[config.mk]
export PLATFORM = sky130hd
export DESIGN_NAME = writeback_queue
export DESIGN_NICKNAME = d
export VERILOG_FILES = /design/src/rtl/writeback_queue.sv
export SDC_FILE = /design/constraint.sdc
export NUM_CORES = 1
export LEC_CHECK = 0
export BUFFER_PORTS_ARGS = -buffer_cell sky130_fd_sc_hd__buf_2
export CORE_AREA = 2 2 111 167
export DETAILED_ROUTE_END_ITERATION = 8
export DIE_AREA = 0 0 113 169
export GPL_TIMING_DRIVEN = 0
export PLACE_DENSITY = 0.72
export SLEW_MARGIN = 20
export SYNTH_ARGS = -nofsm -noshare
export SYNTH_HDL_FRONTEND = slang
export SYNTH_SLANG_ARGS = --single-unit
[constraint.sdc]
create_clock -name clk -period 5.63 [get_ports clk]
set_input_delay 0.563 -clock clk [delete_from_list [all_inputs] [get_ports clk]]
set_output_delay 0.563 -clock clk [all_outputs]
set_load 0.03 [all_outputs]
[src/rtl/writeback_queue.sv]
// Writeback queue: merges load-unit and ALU results into one register-file write port.
// Optional pending-write lookup (forwarding) is enabled by defining WBQ_FWD_EN.
module writeback_queue #(
  parameter int DEPTH = 4
) (
  input  logic                     clk,
  input  logic                     rst_n,
  input  logic                     mem_valid,
  input  logic [4:0]               mem_addr,
  input  logic [31:0]              mem_data,
  output logic                     mem_ready,
  input  logic                     alu_valid,
  input  logic [4:0]               alu_addr,
  input  logic [31:0]              alu_data,
  output logic                     alu_ready,
  output logic [4:0]               regfile_addr3,
  output logic [31:0]              regfile_wdata,
  output logic                     RegWrite,
  input  logic [4:0]               fwd_addr1,
  input  logic [4:0]               fwd_addr2,
  output logic                     fwd_hit1,
  output logic                     fwd_hit2,
  output logic [31:0]              fwd_data1,
  output logic [31:0]              fwd_data2,
  output logic [$clog2(DEPTH):0]   count
);

  localparam int PTR_W = $clog2(DEPTH);
  localparam logic [PTR_W:0] DEPTH_C = (PTR_W+1)'(DEPTH);

  logic [PTR_W-1:0] head_q, head_d;
  logic [PTR_W-1:0] tail_q, tail_d;
  logic [PTR_W:0]   count_q, count_d;
  logic [4:0]       addr_q [DEPTH];
  logic [31:0]      data_q [DEPTH];

  logic             mem_m;
  logic             mem_enq;
  logic             alu_enq;
  logic             pop;
  logic [PTR_W-1:0] alu_slot;

  // Readiness looks only at the registered count and ignores the same-cycle pop.
  always_comb begin
    mem_m     = mem_valid && (mem_addr != 5'd0);
    mem_ready = (count_q < DEPTH_C);
    alu_ready = ((count_q + (PTR_W+1)'(mem_m)) < DEPTH_C);
    mem_enq   = mem_valid && mem_ready && (mem_addr != 5'd0);
    alu_enq   = alu_valid && alu_ready && (alu_addr != 5'd0);
    pop       = (count_q != '0);
    alu_slot  = tail_q + PTR_W'(mem_enq);
    head_d    = head_q + PTR_W'(pop);
    tail_d    = tail_q + PTR_W'(mem_enq) + PTR_W'(alu_enq);
    count_d   = count_q + (PTR_W+1)'(mem_enq) + (PTR_W+1)'(alu_enq) - (PTR_W+1)'(pop);
  end

  always_ff @(posedge clk or negedge rst_n) begin
    if (!rst_n) begin
      head_q  <= '0;
      tail_q  <= '0;
      count_q <= '0;
    end else begin
      head_q  <= head_d;
      tail_q  <= tail_d;
      count_q <= count_d;
    end
  end

  // Mem lands first (older), ALU in the following slot.
  always_ff @(posedge clk) begin
    if (mem_enq) begin
      addr_q[tail_q] <= mem_addr;
      data_q[tail_q] <= mem_data;
    end
    if (alu_enq) begin
      addr_q[alu_slot] <= alu_addr;
      data_q[alu_slot] <= alu_data;
    end
  end

  always_comb begin
    RegWrite      = pop;
    regfile_addr3 = pop ? addr_q[head_q] : 5'd0;
    regfile_wdata = pop ? data_q[head_q] : 32'd0;
  end

  assign count = count_q;

`ifdef WBQ_FWD_EN
  // Walk oldest to youngest so the last match wins.
  function automatic logic [32:0] lookup(input logic [4:0] a);
    logic [32:0] r;
    r = '0;
    for (int i = 0; i < DEPTH; i++) begin
      if (((PTR_W+1)'(i) < count_q) && (a != 5'd0) &&
          (addr_q[head_q + PTR_W'(i)] == a)) begin
        r = {1'b1, data_q[head_q + PTR_W'(i)]};
      end
    end
    return r;
  endfunction

  always_comb begin
    {fwd_hit1, fwd_data1} = lookup(fwd_addr1);
    {fwd_hit2, fwd_data2} = lookup(fwd_addr2);
  end
`else
  logic unused_fwd;
  assign unused_fwd = ^{fwd_addr1, fwd_addr2};
  assign fwd_hit1   = 1'b0;
  assign fwd_hit2   = 1'b0;
  assign fwd_data1  = 32'd0;
  assign fwd_data2  = 32'd0;
`endif

endmodule

# ---- After elaboration in Yosys (flattened, before gate mapping)
# Memory sizes are Yosys's and may differ from the RTL's.
# Index checks and enable logic that the tools add are counted.
dict set report op_classes {
  addsub 7
  magnitude_cmp 2
  n_mux 6
  n_reduce_logical 8
}
# op n
set op_table {}
lappend op_table {{2-to-1 mux 32 bit} 1}
lappend op_table {{nonzero test 5 bit} 2}
lappend op_table {{adder 3 x 1 -> 3 bit} 3}
lappend op_table {{adder 2 x 1 -> 2 bit} 3}
lappend op_table {{less-than comparator 3 bit, second input constant} 2}
lappend op_table {{logical AND 1 bit} 5}
lappend op_table {{2-to-1 mux 5 bit} 1}
lappend op_table {{2-to-1 mux 1 bit} 4}
lappend op_table {{nonzero test 3 bit} 1}
lappend op_table {{subtractor 3 x 1 -> 3 bit} 1}
dict set report word_totals {
  register_bits 7
  mem_bits_rw 148
  in_bits 88
  word_cells 28
  memories 2
}
# memory words width rd rd_ports_with_merged_regs write_ports line
set memory_table {}
lappend memory_table {data_q 4 32 1 0 2 35} ;# logic [31:0] data_q [DEPTH];
lappend memory_table {addr_q 4 5 1 0 2 34} ;# logic [4:0] addr_q [DEPTH];

# ---- Logic depth before layout (Yosys ltp)
dict set report depth {
  depth_word 8
  depth_mapped 10
  mapped_depth_nobuf 9
}

# ---- Worst setup path before layout
# No wires, ideal clock.
dict set report synth_timing {
  path_kind {input port to flip-flop}
  start {input mem_addr[4]}
  end {memory addr_q[0][0] (enable)}
  setup_ps 490
  t_arrival_ps 3935
  required_ps 5140
  slack_ps 1205
  cell_stages 7
  path_buffers 0
  path_cell_list {or3_4 -> o31ai_1 -> inv_1 -> ha_1 -> xnor2_1 -> nand2b_1 -> o32ai_1}
}
# item line
set synth_lines {}
lappend synth_lines {{start, declared} 9} ;# input logic [4:0] mem_addr,
lappend synth_lines {{end, declared} 34}

==> flow_summary.toml <==
[power_and_ir_drop]
ir_worst_vdd_mv = 0.353
internal_power_mw = 3.50
p_leak_nw = 4.20
p_clk_share_pct = 19.3
switching_power_mw = 2.19
power_density_nw_per_um2 = 538
sw_frac_of_total_pct = 38.5
pwr-share-seq_pct = 32.1
total_power_mw = 5.69
p_comb_share_pct = 48.6

[outcome]
status = "complete, but fails checks"
violations = "DRC"

[synth]
synth_top_family_by_area = "multiplexers"
synth_area_leaders = "edfxtp_1, mux2_4, mux2_2"
synth-compound-area-share_pct = 0.731
ys_seq_area_share_pct = 52.9
synth.largest_area_cell = "edfxtp_1"
synth_top_area_share_pct = 50.9
synth_seq_cells = 155
yosysWarnings = 0
synth_cells = 519
synth_adder_area_share_pct = 1.03
synth.avg_cell_area_sq_um = 16.8
netlist_area_sq_um = 8730
synth_cell_types = 37
synthSimpleGateAreaFrac_pct = 4.43
synth-xor-area-share_pct = 0.501
muxShareOfSynthArea_pct = 32.0

[setup_path]
critPathMaxFanout = 20
crit_chain = "buf_2 -> or3_4 -> o31ai_1 -> inv_1 -> ha_1 -> xnor2_1 -> nand2_1 -> nor4_2 -> buf_6 -> buf_6 -> a21o_2 -> buf_12"
cpPeakStageDelay_ns = 0.66
end_kind = "flop"
worstSetupPathType = "in2reg"
worst_ep_required_time_ns = 5.74
cp_common_cell = "buf_6"
worstPathArrival_ns = 4.24
cp_slowest_cell = "o31ai_1"
start_kind = "primary input"

[global_routing]
overflow = 0
met1_usage_pct = 22.6
antenna_found_initial = 1
grt_use_met3_pct = 4.05
grt_pass1_wl_mm = 28.5
grt_start_max_net_pins = 38
grt_util_met2_pct = 36.6
gr-usage-all-layers_pct = 19.9
top_usage_layer = "met2"
grt_pass1_vias = 5199

[clock_network]
clock_path_buffers = 2
cts_buffers = 17
clk_pin_slew_ns = 0.07
cts_tree = "yes"
cts_resized = 0
worstSkewPairLatency_ns = 0.42
clockRootBuffer = "clkbuf_16"
htree_num_levels = 4
cts_sinks = 155

[sta]
max_freq_ghz = 0.242
fin_crit_sh_pct = 73.4
drv_slew = 0
setup_viol = 0
tightest_slew_ns = 0.797
min_period_ns = 4.13
max-slew-margin-rel_pct = 46.5
grt_setup_unrepaired = "no"
finalClockSkew_ns = 0.0103
fin_setup_tns_ns = 0
hold_viol_final = 0

[cells_and_area]
stdcell_count = 961
final_cell_mix = "edfxtp_1, buf_2, mux2_2"
area_delta_synth_final_pct = 21.2
final_common_cell = "edfxtp_1"
regArea_sq_um = 4620
drive_gt1_share_pct = 58.7
n_fill_cell = 1405
post-route-util_pct = 59.7
multi_input_area_sq_um = 3670
fin_nets = 824

[place]
gp_congestion = 0.764
dp_hpwl_mm = 12.9
place_inst = 927
numPortBuffers = 120

[routing]
drc_errors = 22
vias = 4920
drt_pass1_iterations = 7
postRouteAntennaNets = 0
post_drt_via_cell_ratio = 5.12
wire_per_inst_microns = 19.3
wl_mm = 18.6
drt-initial-drc-count = 276

[floorplanning]
die_w_microns = 113
die_area_sq_um = 19100
core-area_sq_um = 17700
die_h_microns = 169
fp-row-count = 60
pin_count = 197
initial_core_util_pct = 49.3

[flow_run]
cap_violations = 0

[hold_path]
hold_path_class = "in2reg"
-- synth_stat cells (all sizes together) --
cell type  number
o21ai           1
mux2          148
a31o            1
nor3            2
and2b           1
inv             9
nand4b          1
xor2            1
o21bai          2
edfxtp        148
o32ai           1
or3b            1
xnor2           4
nand2b          2
nor4            3
nor2b          37
conb            1
nand3           1
mux2i           2
o31ai           1
mux4           37
nand2           2
ha              4
fa              2
nor4b           1
or4             1
buf            85
clkbuf          8
a21o            1
or3             1
dfrtp           7
nor2            3
-- cells by family after synthesis --
family,Yosys count
xor+xnor,5
other cells,1
mux,187
fa+ha+maj,6
flops,155
buf+inv,102
simple gates,56
compound gates,7
-- metrics by stage --
| step | hold slack, ns | setup WS, ns | area (sq um) |
|---|---|---|---|
| after global routing | 0.466 | 1.22 | 10600 |
| final | 0.475 | 1.50 | 10600 |
| after floorplan | 0.267 | 1.21 | 8980 |
| after detailed placement | 0.410 | 1.05 | 10000 |
| after CTS | 0.460 | 1.48 | 10600 |
| after global placement | 0.408 | -1.38 | 9850 |
-- critical path: cells and delay by family --
family                   cells  cell delay (ns)
AND/OR/NAND/NOR              3             0.84
XOR/XNOR                     1             0.38
adder cells (fa/ha/maj)      1             0.25
buffers and inverters        5             1.04
AO/OA/AOI/OAI                2             1.15
-- sequential cells by signal, indices dropped and copies added (netlist names) --
name,count
tail_q,2
head_q,2
data_q,128
count,3
addr_q,20
-- power groups by stage --
| stage | registers (mW) | clock network, mW | logic (mW) |
|---|---|---|---|
| after floorplan | 1.85 | 0 | 2.00 |
| after global placement | 1.86 | 0 | 2.67 |
| after detailed placement | 1.86 | 0 | 2.81 |
| after CTS | 1.83 | 1.11 | 2.82 |
| after global routing | 1.86 | 1.15 | 2.96 |
| final | 1.83 | 1.10 | 2.77 |
-- worst paths after layout --
kind	start	end	slack (ns)	cells after the start
min reg2reg	head_q[0]	head_q[0]	0.51	1
max in group asynchronous	rst_n	head_q[1]	4.93	2
max	mem_addr[4]	data_q[1][11]	1.50	12
min	mem_data[3]	data_q[0][3]	0.48	2
max reg2reg	count[2]	data_q[1][11]	1.98	11
min in group asynchronous	rst_n	head_q[0]	0.53	2
-- per-layer routing --
layer	vias up	part of all wire [%]	routed length (microns)
met3	14	5.8	1080
met5	-	0	0
met1	2443	37	6960
li1	2292	-	-
met2	171	55	10300
met4	0	1.3	233
-- cell type report --
cell class              instances  share of cell area (%)
clock buffers                  18                    4.06
inverters                       9                   0.319
clock inverters                14                    1.27
multi-input cells             327                    34.7
repair buffers                127                    6.87
diodes                          1                  0.0236
plain buffers                  93                    6.57
flip-flops and latches        155                    43.7
well taps                     217                    2.57
-- repair_timing --
| action | in CTS | in global routing |
|---|---|---|
| hold endpoints to repair | 7 | 0 |
| hold buffers | 1 | 0 |
| buffers inserted | 0 | 0 |
| setup endpoints to repair | 0 | 0 |
Power figures use the tool's default switching activity.
